**src/rtl/gfx_pkg.sv**
```systemverilog
// Shared VGA 640x480 timing constants, coordinate/colour widths and scanout
// types for the graphics block.
package gfx_pkg;
  localparam int H_ACTIVE = 640;
  localparam int H_FP     = 16;
  localparam int H_SYNC   = 96;
  localparam int H_BP     = 48;
  localparam int V_ACTIVE = 480;
  localparam int V_FP     = 10;
  localparam int V_SYNC   = 2;
  localparam int V_BP     = 33;
  localparam int H_TOTAL  = H_ACTIVE + H_FP + H_SYNC + H_BP;
  localparam int V_TOTAL  = V_ACTIVE + V_FP + V_SYNC + V_BP;

  localparam int CNT_W   = 10;
  localparam int X_W     = 10;
  localparam int Y_W     = 9;
  localparam int COLOR_W = 4;

  typedef logic [CNT_W-1:0]   cnt_t;
  typedef logic [X_W-1:0]     x_t;
  typedef logic [Y_W-1:0]     y_t;
  typedef logic [COLOR_W-1:0] color_t;

  typedef enum logic [1:0] {IDLE = 2'd0, RUN = 2'd1, DRAIN = 2'd2} scan_state_e;

  typedef struct packed {
    logic active;
    logic hs;
    logic vs;
    logic fs;
  } tflags_t;
endpackage

```
**src/rtl/fb_scanout_if.sv**
```systemverilog
// Framebuffer read port: scanout drives address/strobe/buffer select,
// memory returns data a fixed latency later.
interface fb_scanout_if;
  import gfx_pkg::*;
  logic   fb_re;
  x_t     fb_rd_x;
  y_t     fb_rd_y;
  logic   fb_rd_buf;
  color_t fb_rd_data;

  modport master (output fb_re, fb_rd_x, fb_rd_y, fb_rd_buf, input fb_rd_data);
  modport slave  (input fb_re, fb_rd_x, fb_rd_y, fb_rd_buf, output fb_rd_data);
endinterface

```
**src/rtl/vga_timing_gen.sv**
```systemverilog
// Horizontal/vertical raster counters and the per-position timing flags.
// Standalone so raster-side benches can reuse the same timing.
module vga_timing_gen #(
  parameter int H_ACTIVE = gfx_pkg::H_ACTIVE,
  parameter int H_FP     = gfx_pkg::H_FP,
  parameter int H_SYNC   = gfx_pkg::H_SYNC,
  parameter int H_BP     = gfx_pkg::H_BP,
  parameter int V_ACTIVE = gfx_pkg::V_ACTIVE,
  parameter int V_FP     = gfx_pkg::V_FP,
  parameter int V_SYNC   = gfx_pkg::V_SYNC,
  parameter int V_BP     = gfx_pkg::V_BP
) (
  input  logic             clk,
  input  logic             reset,
  input  logic             advance,
  output gfx_pkg::cnt_t    h_cnt,
  output gfx_pkg::cnt_t    v_cnt,
  output gfx_pkg::tflags_t flags,
  output logic             last_fetch,
  output logic             frame_end
);
  import gfx_pkg::*;

  localparam cnt_t H_LAST = cnt_t'(H_ACTIVE + H_FP + H_SYNC + H_BP - 1);
  localparam cnt_t V_LAST = cnt_t'(V_ACTIVE + V_FP + V_SYNC + V_BP - 1);
  localparam cnt_t H_ACT  = cnt_t'(H_ACTIVE);
  localparam cnt_t V_ACT  = cnt_t'(V_ACTIVE);
  localparam cnt_t HS_BEG = cnt_t'(H_ACTIVE + H_FP);
  localparam cnt_t HS_END = cnt_t'(H_ACTIVE + H_FP + H_SYNC);
  localparam cnt_t VS_BEG = cnt_t'(V_ACTIVE + V_FP);
  localparam cnt_t VS_END = cnt_t'(V_ACTIVE + V_FP + V_SYNC);

  logic h_end, v_end;
  assign h_end = (h_cnt == H_LAST);
  assign v_end = (v_cnt == V_LAST);

  always_ff @(posedge clk) begin
    if (reset) begin
      h_cnt <= '0;
      v_cnt <= '0;
    end else if (advance) begin
      if (h_end) begin
        h_cnt <= '0;
        v_cnt <= v_end ? '0 : v_cnt + cnt_t'(1);
      end else begin
        h_cnt <= h_cnt + cnt_t'(1);
      end
    end
  end

  always_comb begin
    flags.active = (h_cnt < H_ACT) && (v_cnt < V_ACT);
    flags.hs     = (h_cnt >= HS_BEG) && (h_cnt < HS_END);
    flags.vs     = (v_cnt >= VS_BEG) && (v_cnt < VS_END);
    flags.fs     = (h_cnt == '0) && (v_cnt == '0);
  end

  assign last_fetch = (h_cnt == H_ACT - cnt_t'(1)) && (v_cnt == V_ACT - cnt_t'(1));
  assign frame_end  = h_end && v_end;
endmodule

```
**src/rtl/fb_scanout.sv**
```systemverilog
// Framebuffer scanout: VGA timing, one read per pixel, latency-matched
// sync/blank/pixel outputs and frame-boundary double-buffer swap.
module fb_scanout #(
  parameter int   RD_LATENCY = 2,
  parameter logic SYNC_POL   = 1'b0,
  parameter int   H_ACTIVE   = gfx_pkg::H_ACTIVE,
  parameter int   H_FP       = gfx_pkg::H_FP,
  parameter int   H_SYNC     = gfx_pkg::H_SYNC,
  parameter int   H_BP       = gfx_pkg::H_BP,
  parameter int   V_ACTIVE   = gfx_pkg::V_ACTIVE,
  parameter int   V_FP       = gfx_pkg::V_FP,
  parameter int   V_SYNC     = gfx_pkg::V_SYNC,
  parameter int   V_BP       = gfx_pkg::V_BP
) (
  input  logic            clk,
  input  logic            reset,
  input  logic            enable,
  input  logic            swap_req,
  output logic            swap_ack,
  fb_scanout_if.master    fb,
  output logic            hsync,
  output logic            vsync,
  output logic            blank,
  output gfx_pkg::color_t pixel,
  output logic            frame_start
);
  import gfx_pkg::*;

  scan_state_e state, state_nxt;
  cnt_t        h_cnt, v_cnt;
  tflags_t     flags, fetch_flags, out_flags;
  logic        last_fetch, frame_end, live, fetch_on, swap_hit;

  // Index 0 is the fetch stage; index RD_LATENCY lines up with fb_rd_data.
  tflags_t [RD_LATENCY:0] vld_pipe;

  assign live = (state != IDLE);

  vga_timing_gen #(
    .H_ACTIVE(H_ACTIVE), .H_FP(H_FP), .H_SYNC(H_SYNC), .H_BP(H_BP),
    .V_ACTIVE(V_ACTIVE), .V_FP(V_FP), .V_SYNC(V_SYNC), .V_BP(V_BP)
  ) u_tgen (
    .clk        (clk),
    .reset      (reset),
    .advance    (live),
    .h_cnt      (h_cnt),
    .v_cnt      (v_cnt),
    .flags      (flags),
    .last_fetch (last_fetch),
    .frame_end  (frame_end)
  );

  always_ff @(posedge clk) begin
    if (reset) state <= IDLE;
    else       state <= state_nxt;
  end

  // Leaving RUN always finishes the current frame; a disable that lands on the
  // wrap cycle goes straight to IDLE rather than starting another frame.
  always_comb begin
    state_nxt = state;
    swap_hit  = 1'b0;
    case (state)
      IDLE: begin
        swap_hit = swap_req;
        if (enable) state_nxt = RUN;
      end
      RUN: begin
        swap_hit = swap_req && last_fetch;
        if (!enable) state_nxt = frame_end ? IDLE : DRAIN;
      end
      DRAIN: begin
        swap_hit = swap_req && last_fetch;
        if (enable)         state_nxt = RUN;
        else if (frame_end) state_nxt = IDLE;
      end
      default: state_nxt = IDLE;
    endcase
  end

  assign fetch_on    = live && flags.active;
  assign fetch_flags = live ? flags : tflags_t'('0);
  assign out_flags   = vld_pipe[RD_LATENCY];

  always_ff @(posedge clk) begin
    if (reset) begin
      fb.fb_re   <= 1'b0;
      fb.fb_rd_x <= '0;
      fb.fb_rd_y <= '0;
      vld_pipe   <= '0;
    end else begin
      fb.fb_re   <= fetch_on;
      fb.fb_rd_x <= fetch_on ? x_t'(h_cnt) : '0;
      fb.fb_rd_y <= fetch_on ? y_t'(v_cnt) : '0;
      vld_pipe   <= {vld_pipe[RD_LATENCY-1:0], fetch_flags};
    end
  end

  always_ff @(posedge clk) begin
    if (reset) begin
      blank       <= 1'b1;
      hsync       <= ~SYNC_POL;
      vsync       <= ~SYNC_POL;
      pixel       <= '0;
      frame_start <= 1'b0;
    end else begin
      blank       <= ~out_flags.active;
      hsync       <= out_flags.hs ? SYNC_POL : ~SYNC_POL;
      vsync       <= out_flags.vs ? SYNC_POL : ~SYNC_POL;
      pixel       <= out_flags.active ? fb.fb_rd_data : '0;
      frame_start <= out_flags.fs;
    end
  end

  always_ff @(posedge clk) begin
    if (reset) begin
      fb.fb_rd_buf <= 1'b0;
      swap_ack     <= 1'b0;
    end else begin
      fb.fb_rd_buf <= fb.fb_rd_buf ^ swap_hit;
      swap_ack     <= swap_hit;
    end
  end
endmodule

```
**src/flat_wrapper.sv**
```systemverilog
// flat-port wrapper written by rule: the top's interface ports become plain ports
module fb_scanout_flat import gfx_pkg::*;
#(
  parameter int   RD_LATENCY = 2,
  parameter logic SYNC_POL   = 1'b0,
  parameter int   H_ACTIVE   = gfx_pkg::H_ACTIVE,
  parameter int   H_FP       = gfx_pkg::H_FP,
  parameter int   H_SYNC     = gfx_pkg::H_SYNC,
  parameter int   H_BP       = gfx_pkg::H_BP,
  parameter int   V_ACTIVE   = gfx_pkg::V_ACTIVE,
  parameter int   V_FP       = gfx_pkg::V_FP,
  parameter int   V_SYNC     = gfx_pkg::V_SYNC,
  parameter int   V_BP       = gfx_pkg::V_BP
)
  (clk, reset, enable, swap_req, swap_ack, hsync, vsync, blank, pixel, frame_start, fb_fb_re, fb_fb_rd_x, fb_fb_rd_y, fb_fb_rd_buf, fb_fb_rd_data);
  fb_scanout_if fb_i ();
  input  logic clk;
  input  logic reset;
  input  logic enable;
  input  logic swap_req;
  output logic swap_ack;
  output logic hsync;
  output logic vsync;
  output logic blank;
  output gfx_pkg::color_t pixel;
  output logic frame_start;
  output wire logic [$bits(fb_i.fb_re)-1:0] fb_fb_re;
  output wire logic [$bits(fb_i.fb_rd_x)-1:0] fb_fb_rd_x;
  output wire logic [$bits(fb_i.fb_rd_y)-1:0] fb_fb_rd_y;
  output wire logic [$bits(fb_i.fb_rd_buf)-1:0] fb_fb_rd_buf;
  input wire logic [$bits(fb_i.fb_rd_data)-1:0] fb_fb_rd_data;
  assign fb_fb_re = fb_i.fb_re;
  assign fb_fb_rd_x = fb_i.fb_rd_x;
  assign fb_fb_rd_y = fb_i.fb_rd_y;
  assign fb_fb_rd_buf = fb_i.fb_rd_buf;
  assign fb_i.fb_rd_data = fb_fb_rd_data;
  fb_scanout #(.RD_LATENCY(RD_LATENCY), .SYNC_POL(SYNC_POL), .H_ACTIVE(H_ACTIVE), .H_FP(H_FP), .H_SYNC(H_SYNC), .H_BP(H_BP), .V_ACTIVE(V_ACTIVE), .V_FP(V_FP), .V_SYNC(V_SYNC), .V_BP(V_BP)) u_core (.clk(clk), .reset(reset), .enable(enable), .swap_req(swap_req), .swap_ack(swap_ack), .fb(fb_i), .hsync(hsync), .vsync(vsync), .blank(blank), .pixel(pixel), .frame_start(frame_start));
endmodule
```
**config.mk**
```make
export PLATFORM = sky130hd
export DESIGN_NAME = fb_scanout_flat
export DESIGN_NICKNAME = d
export VERILOG_FILES = /design/src/rtl/gfx_pkg.sv /design/src/rtl/fb_scanout_if.sv /design/src/rtl/vga_timing_gen.sv /design/src/rtl/fb_scanout.sv /design/src/flat_wrapper.sv
export SDC_FILE = /design/constraint.sdc
export NUM_CORES = 1
export LEC_CHECK = 0
export CAP_MARGIN = 20
export CORE_UTILIZATION = 57
export DETAILED_ROUTE_END_ITERATION = 7
export PLACE_DENSITY_LB_ADDON = 0.15
export SLEW_MARGIN = 10
export SYNTH_ARGS = -nofsm -noshare
export SYNTH_HDL_FRONTEND = slang
export SYNTH_SLANG_ARGS = --single-unit
```
**constraint.sdc**
```tcl
create_clock -name clk -period 2.6 [get_ports clk]
set_input_delay 0.26 -clock clk [delete_from_list [all_inputs] [get_ports clk]]
set_output_delay 0.26 -clock clk [all_outputs]
set_load 0.02 [all_outputs]
```
==> results of run 1 <==
==> final cells by class <==
class,count,area (µm²)
clock buffers,10,128
clock inverters,6,60.1
fillers,312,1040
inverters,8,30.0
multi-input cells,169,1130
flip-flops and latches,64,1280
well taps,50,62.6
repair buffers,38,378
==> Yosys cell counts, drive strengths merged, types with 6 or more instances <==
library cell	instances
inv	8
nor2	20
nand4	6
o21ai	7
buf	6
nor3	9
and2	23
a21oi	10
ha	8
nand3	10
xor2	6
nor2b	13
nand2	12
dfxtp	64
==> worst paths after layout <==
path / from / end / slack (ns) / cells past startpoint
worst min register to register: u_core.out_flags[2] / u_core.hsync / 0.37 / 1
worst max-delay path: u_core.state[0] / u_core.state[0] / 0.34 / 6
worst min-delay path: u_core.out_flags[2] / u_core.hsync / 0.37 / 1
worst max register to register: u_core.state[0] / u_core.state[0] / 0.34 / 6
==> per-layer routing <==
metal | track usage (%) | wire, µm | part of all wire, %
met4 | 11.7 | 57 | 1.2
met5 | 0 | 0 | 0
met2 | 34.2 | 2090 | 45
met3 | 7.67 | 322 | 7.0
met1 | 30.5 | 2130 | 46
==> critical path, stage by stage, from the launching register on <==
cell	delay, ns
dfxtp_1	0.37
inv_1	0.09
ha_1	0.35
and4b_4	0.43
nand3_2	0.23
o31ai_1	0.30
mux2_2	0.36
==> power breakdown <==
part / switching (mW) / internal (mW)
Sequential: 0.0311 / 1.03
Clock: 0.370 / 0.437
Combinational: 0.146 / 0.125
Total: 0.547 / 1.59
==> state kept, by name, indices dropped and copies added, names as in the netlist, 2 cells and up <==
register             count
u_core.pixel             4
u_core.fb.fb_rd_y        9
u_core.fb.fb_rd_x       10
u_core.out_flags         4
u_core.vld_pipe          8
u_core.u_tgen.h_cnt     10
u_core.state             2
u_core.u_tgen.v_cnt     10
==> placed cells by master, fill, tap and decap left out, types with 3 or more instances in the layout <==
cell type and n:
a21oi_1 9, and2_1 22, and3_1 4, and4_1 4, clkbuf_8 9, clkdlybuf4s50_1 37
clkinv_2 3, dfxtp_1 64, ha_1 8, inv_1 8, nand2_1 12, nand3_1 8
nand4_1 6, nor2_1 19, nor2b_1 13, nor3_1 9, nor4b_1 3, o21ai_0 6
o31ai_1 4, or4_1 3, xnor2_1 5, xor2_1 6
==> kinds of logic after synthesis <==
group / Yosys count
flops: 64
buf+inv: 19
xor+xnor: 11
fa+ha+maj: 8
mux: 2
simple gates: 123
compound gates: 25
==> metrics by stage <==
stage | util (%) | instance area, µm² | hold slack (ns)
after global routing | 74.7 | 3070 | 0.382
final | 74.7 | 3070 | 0.373
after detailed placement | 70.1 | 2890 | 0.361
after floorplan | - | 2510 | 0.352
after global placement | 70.1 | 2890 | 0.353
after CTS | 74.7 | 3070 | 0.377
==> results.yml, run 1 <==
die:
  die_x_um: 68.4
  start_util_pct: 61.1
  die_y_um: 68.4
  ios: 38
  fp.coreArea_mm2: 0.00412
  die_area_mm2: 0.00468
  num_rows: 23
timing:
  rsz0062_at_grt: "false"
  fin_crit_sh_pct: 86.7
  fin_setup_tns_ns: 0
  finalHoldViolCount: 0
  maxSlewHeadroom_pct: 65.6
  finalSetupViolations: 0
  fmaxAchievable_mhz: 443
  finClkSkew_ns: 0.00315
  slew_viol_final: 0
  min_period_ns: 2.26
  tightest_slew_ns: 0.516
  fin_ws_ns: 0.345
yosys:
  synth_top_family_by_area: "simple AND/OR/NAND/NOR gates"
  syn_area_per_cell_um2: 9.98
  synth-adder-area-share_pct: 3.98
  synthFlopType: "dfxtp_1"
  synth-edff-count: 0
  synth_top_area_cell: "dfxtp_1"
  synth.area.mux_share_pct: 0.846
  synthXorXnorAreaFrac_pct: 3.83
  yosysSeqAreaShare_pct: 50.9
  syn_nets: 268
  synth_top_area_share_pct: 50.9
  yosys.area_share.simple_pct: 30.4
  synth_compound_gate_area_share_pct: 6.02
  yosysWarnings: 0
  synthArstFlopShare_pct: 0
  synth_cell_types: 47
  syn-instance-count: 252
  syn_area_mm2: 0.00251
  synth.area.top_cells: "dfxtp_1, and2_1, ha_1, nor2b_1, nor2_1"
  synth-seq-cells: 64
layout:
  antenna_cells: 0
  area_growth_pct: 22.2
  fin_nets: 306
  fin_cells: 345
  drive_above_1_share_pct: 10.8
pwr:
  finalPower_mw: 2.14
  pwr_density_cell_mw_per_mm2: 696
  p_leak_nw: 1.14
  peakVddDrop_v: 0.000492
route:
  viasPerCell: 5.37
  wl_mm: 4.61
  wl_per_cell_um: 13.4
  route.detailed.drc: 0
  final_antenna_net_count: 0
  dr.pass1.iters: 4
  via_count: 1854
  drt_iter0_markers: 85
clock_tree:
  post_cts_buffers: 0
  numCtsBuffers: 9
  clock-sinks: 64
  hold_buffers: 0
  clockBufferDepth: 2
  cts-root-buf: "clkbuf_8"
  post_cts_resized: 0
  cts_tree: "done"
  clock_latency_ns: 0.33
  cts.clk_slew.worst_paths_ns: 0.07
  htree_levels: 3
placement:
  numPortBuffers: 37
  dp.cells: 329
  dp_slack_ns: 0.353
  place_congestion: 0.828
  dp_hpwl_mm: 3.19
global_route:
  grt_max_degree: 21
  grt_pass1_wl_mm: 7.77
  grt_pass1_vias: 1646
  antenna_found_initial: 0
  grtUsageTotal_pct: 23.4
  gr-total-overflow: 0
critical_path:
  critPathMaxFanout: 14
  worstSetupPathType: "reg -> reg"
  cp_data_arrival_time_ns: 2.48
  critPathCaptureType: "flop"
  crit_required_ns: 2.83
  start_kind: "flop"
worst_hold_path:
  hold_class: "reg -> reg"
status:
  status: "finished clean"
flow_run:
  cap_violations: 0
(Power assumes the default switching activity.)
==> run 2: changes to the inputs <==
Settings changed: CTS_CLUSTER_DIAMETER from default to 30.
Clock period 2.6 ns to 2.75 ns, I/O delays scaled along.
==> run 2 against run 1 <==
  * Total power fell by 5.4%
  * Critical path depth did not move
  * Register-to-register slack improved by 0.13 ns
  * Sequential share of layout area did not move
  * Core utilization did not move
  * Non-clock buffer count did not move
  * Via count rose by 0.86%
  * Largest cell class unchanged
  * Sequential power fell by 6%
  * Cell area did not move
==> results.yml, run 2 (synthesis gave the netlist of run 1 again) <==
global_route:
  grt_pass1_vias: 1712
  gr-total-overflow: 0
  top_usage_layer: "met2"
  grtUsageTotal_pct: 23.5
  met3_usage_pct: 6.33
  antenna_found_initial: 0
  globalRouteMet2Util_pct: 36.5
  grt_pass1_wl_mm: 7.87
  grt_max_degree: 21
  met1_usage_pct: 29.4
layout:
  area_growth_pct: 22.2
  fin_nets: 306
  layout_common_cells: "dfxtp_1, clkdlybuf4s50_1, and2_1"
  final_util_pct: 74.7
  fin_area_mm2: 0.00307
  top_regs: "u_core.fb.fb_rd_x: 10 flops, u_core.u_tgen.h_cnt: 10 flops, u_core.u_tgen.v_cnt: 10 flops"
  final_common_cell: "dfxtp_1"
  antenna_cells: 0
  drive_above_1_share_pct: 10.8
status:
  status: "finished clean"
route:
  wl_mm: 4.71
  route.detailed.drc: 0
  dr.pass1.iters: 4
  wl_per_cell_um: 13.6
  final_antenna_net_count: 0
  via_count: 1870
  drt_iter0_markers: 87
  viasPerCell: 5.42
worst_hold_path:
  hold_class: "reg -> reg"
pwr:
  peakVddDrop_v: 0.000487
  p_leak_nw: 1.14
  pwr_density_cell_mw_per_mm2: 658
die:
  num_rows: 23
  die_x_um: 68.4
  fp.coreArea_mm2: 0.00412
  die_area_mm2: 0.00468
  start_util_pct: 61.1
  die_y_um: 68.4
  ios: 38
placement:
  placed_area_mm2: 0.00289
  numPortBuffers: 37
  place_congestion: 0.828
  dp_hpwl_mm: 3.20
clock_tree:
  clockBufferDepth: 2
  hold_buffers: 0
  post_cts_resized: 0
  clock-sinks: 64
  cts.clk_slew.worst_paths_ns: 0.07
  clock_latency_ns: 0.33
  cts_tree: "done"
  post_cts_buffers: 0
  htree_levels: 3
  numCtsBuffers: 9
  cts-root-buf: "clkbuf_8"
timing:
  min_period_ns: 2.28
  finalSetupViolations: 0
  fin_setup_tns_ns: 0
  slew_viol_final: 0
  maxSlewHeadroom_pct: 64.7
  tightest_slew_ns: 0.530
  fin_crit_sh_pct: 82.7
  fmaxAchievable_mhz: 440
  rsz0062_at_grt: "false"
  finalHoldViolCount: 0
  finClkSkew_ns: 0.00530
critical_path:
  cp_data_arrival_time_ns: 2.50
  worstSetupPathType: "reg -> reg"
  critPathMaxFanout: 14
  crit_required_ns: 2.97
  critPathCaptureType: "flop"
  start_kind: "flop"
flow_run:
  cap_violations: 0
[run 2: worst paths after layout]
kind / cells after the start / slack [ns] / to / startpoint
setup / recovery: 6 / 0.47 / u_core.state[0] / u_core.state[0]
hold / removal: 1 / 0.37 / u_core.hsync / u_core.out_flags[2]
hold reg to reg: 1 / 0.37 / u_core.hsync / u_core.out_flags[2]
setup reg to reg: 6 / 0.47 / u_core.state[0] / u_core.state[0]
[run 2: area by class of cell]
| type | count | area (µm²) |
|---|---|---|
| Timing Repair Buffer | 38 | 378 |
| Multi-Input combinational cell | 169 | 1130 |
| Tap cell | 50 | 62.6 |
| Clock inverter | 6 | 60.1 |
| Sequential cell | 64 | 1280 |
| Fill cell | 311 | 1040 |
| Clock buffer | 10 | 128 |
| Inverter | 8 | 30.0 |
[run 2: layer usage]
layer  share of wire, %  vias up
li1                   -      945
met1                 48      865
met2                 45       51
met3                5.0        9
met4                2.0        0
met5                  0        -
[run 2: report_power, final]
| part | internal (mW) | leakage, nW | switching (mW) |
|---|---|---|---|
| Clock | 0.413 | 0.0920 | 0.350 |
| Combinational | 0.119 | 0.535 | 0.139 |
| Sequential | 0.971 | 0.517 | 0.0297 |
| Total | 1.50 | 1.14 | 0.519 |
[run 2: worst max-delay path, cell delays in order (launching register included)]
cell	delay [ns]
dfxtp_1	0.37
inv_1	0.09
ha_1	0.36
and4b_4	0.44
nand3_2	0.24
o31ai_1	0.30
mux2_2	0.36
[run 2: metrics by stage]
| stage | hold WS (ns) | cells | power [mW] | setup slack (ns) |
|---|---|---|---|---|
| after floorplan | 0.352 | 252 | 1.19 | 0.984 |
| after global placement | 0.353 | 329 | 1.27 | 0.610 |
| after detailed placement | 0.361 | 329 | 1.28 | 0.500 |
| after CTS | 0.377 | 345 | 2.03 | 0.491 |
| after global routing | 0.382 | 345 | 2.12 | 0.298 |
| final | 0.373 | 345 | 2.02 | 0.475 |
==> run 3: changes to the inputs <==
Settings changed: CORE_UTILIZATION 57 to 53.
Clock period 2.75 ns to 2.1 ns, I/O delays scaled along.
==> run 3 against run 2 <==
  * The run now ends with DRC left
  * Critical path type unchanged
  * Setup slack got worse by 0.36 ns
  * Total power increased by 32%
  * First-iteration DRC count rose by 47%
  * Cell count grew 2.0%
  * Non-clock buffer count rose by 6
  * Critical path depth did not move
  * Sequential share of layout area fell by 0.78 points
==> results.yml, run 3 (synthesis gave the netlist of run 1 again) <==
critical_path:
  cpMaxStageDelayCell: "or4_1"
  path_cells: "inv_1, ha_1, and4b_4, nand3_2, or4_1, a21oi_1"
  worstSetupPathType: "reg -> reg"
  critPathCaptureType: "flop"
  cp_top_family: "simple AND/OR/NAND/NOR gates"
  cp_data_arrival_time_ns: 2.26
  crit_buf_inv: 1
  critPathMaxStageDelay_ns: 0.52
  critPathMaxFanout: 11
  crit_required_ns: 2.37
  start_kind: "flop"
pwr:
  peakVddDrop_v: 0.000583
  p_sw_share_pct: 24.6
  pwr_density_cell_mw_per_mm2: 852
  finalPower_mw: 2.67
  p_sw_mw: 0.657
  p_clk_share_pct: 37.3
  internal_power_mw: 2.01
  p_seq_share_pct: 49.1
  p_leak_nw: 1.18
  combPwrFrac_pct: 13.6
placement:
  place_congestion: 0.853
  numPortBuffers: 37
  dp_hpwl_mm: 3.40
  dp.cells: 337
  placed_area_mm2: 0.00293
  dp_slack_ns: 0.0741
route:
  dr.pass1.iters: 6
  via_count: 1851
  viasPerCell: 5.26
  wl_mm: 4.88
  drt_iter0_markers: 128
  wl_per_cell_um: 13.9
  route.detailed.drc: 8
  final_antenna_net_count: 0
layout:
  layout_common_cells: "dfxtp_1, clkdlybuf4s50_1, and2_1"
  top_regs: "u_core.fb.fb_rd_x: 10 flops, u_core.u_tgen.h_cnt: 10 flops, u_core.u_tgen.v_cnt: 10 flops"
  area_growth_pct: 24.5
  final_common_cell: "dfxtp_1"
  fin_cells: 352
  fin_area_mm2: 0.00313
  drive_above_1_share_pct: 12.7
  nFillCells: 346
  fin_nets: 312
  antenna_cells: 0
  final_util_pct: 70.5
clock_tree:
  cts.clk_slew.worst_paths_ns: 0.06
  numCtsBuffers: 9
  clock-sinks: 64
  clock_latency_ns: 0.34
  post_cts_buffers: 0
  htree_levels: 3
  clockBufferDepth: 2
  cts-root-buf: "clkbuf_8"
  cts_tree: "done"
die:
  die_y_um: 70.9
  die_area_mm2: 0.00502
  fp.coreArea_mm2: 0.00444
  start_util_pct: 56.6
  die_x_um: 70.9
  ios: 38
  num_rows: 24
timing:
  slew_viol_final: 0
  min_period_ns: 1.99
  finalHoldViolCount: 0
  fin_setup_tns_ns: 0
  fmaxAchievable_mhz: 503
  maxSlewHeadroom_pct: 67.5
  finClkSkew_ns: 0.00520
  rsz0062_at_grt: "false"
  tightest_slew_ns: 0.483
  finalSetupViolations: 0
  hold_ws_ns: 0.369
  fin_crit_sh_pct: 94.7
  fin_ws_ns: 0.111
global_route:
  antenna_found_initial: 0
  grtUsageTotal_pct: 21.3
  grt_max_degree: 17
  gr-total-overflow: 0
  grt_pass1_wl_mm: 7.88
  grt_pass1_vias: 1645
flow_run:
  cap_violations: 0
worst_hold_path:
  hold_class: "reg -> reg"
status:
  status: "finished, violations left"
  violations: "DRC"
==> run 3: final timing paths <==
check                       from  cells past startpoint  slack [ns]                endpoint
min reg2reg  u_core.out_flags[1]                      1        0.37            u_core.vsync
max              u_core.state[1]                      6        0.11  u_core.u_tgen.v_cnt[9]
max reg2reg      u_core.state[1]                      6        0.11  u_core.u_tgen.v_cnt[9]
min          u_core.out_flags[1]                      1        0.37            u_core.vsync
==> run 3: power groups by stage <==
stage / combinational, mW / sequential, mW / clock (mW)
2_1_floorplan: 0.212 / 1.35 / 0
3_3_place_gp: 0.354 / 1.34 / 0
3_5_place_dp: 0.355 / 1.34 / 0
4_1_cts: 0.357 / 1.31 / 1.02
5_1_grt: 0.401 / 1.32 / 1.07
6_report: 0.362 / 1.31 / 0.997
==> run 3: repair_timing <==
action	CTS	global route
gates resized for setup	0	2
setup endpoints to repair	0	10
hold buffers	0	0
==> run 3: layer usage <==
layer  vias up  wire length, µm  global-route usage, %
li1        951                -                      -
met1       827             2300                   28.0
met2        62             2180                   31.2
met3        11              292                   6.55
met4         0              106                   12.4
met5         -                0                      0
==> run 3: final cells by class <==
cell class                 count  area, µm²  area share (%)
clock buffer                  11        141            4.51
clock inverter                 4       45.0            1.44
inverter                       8       30.0           0.959
multi-input combinational    169       1150            36.6
sequential                    64       1280            40.9
tap                           52       65.1            2.08
timing repair buffer          44        423            13.5
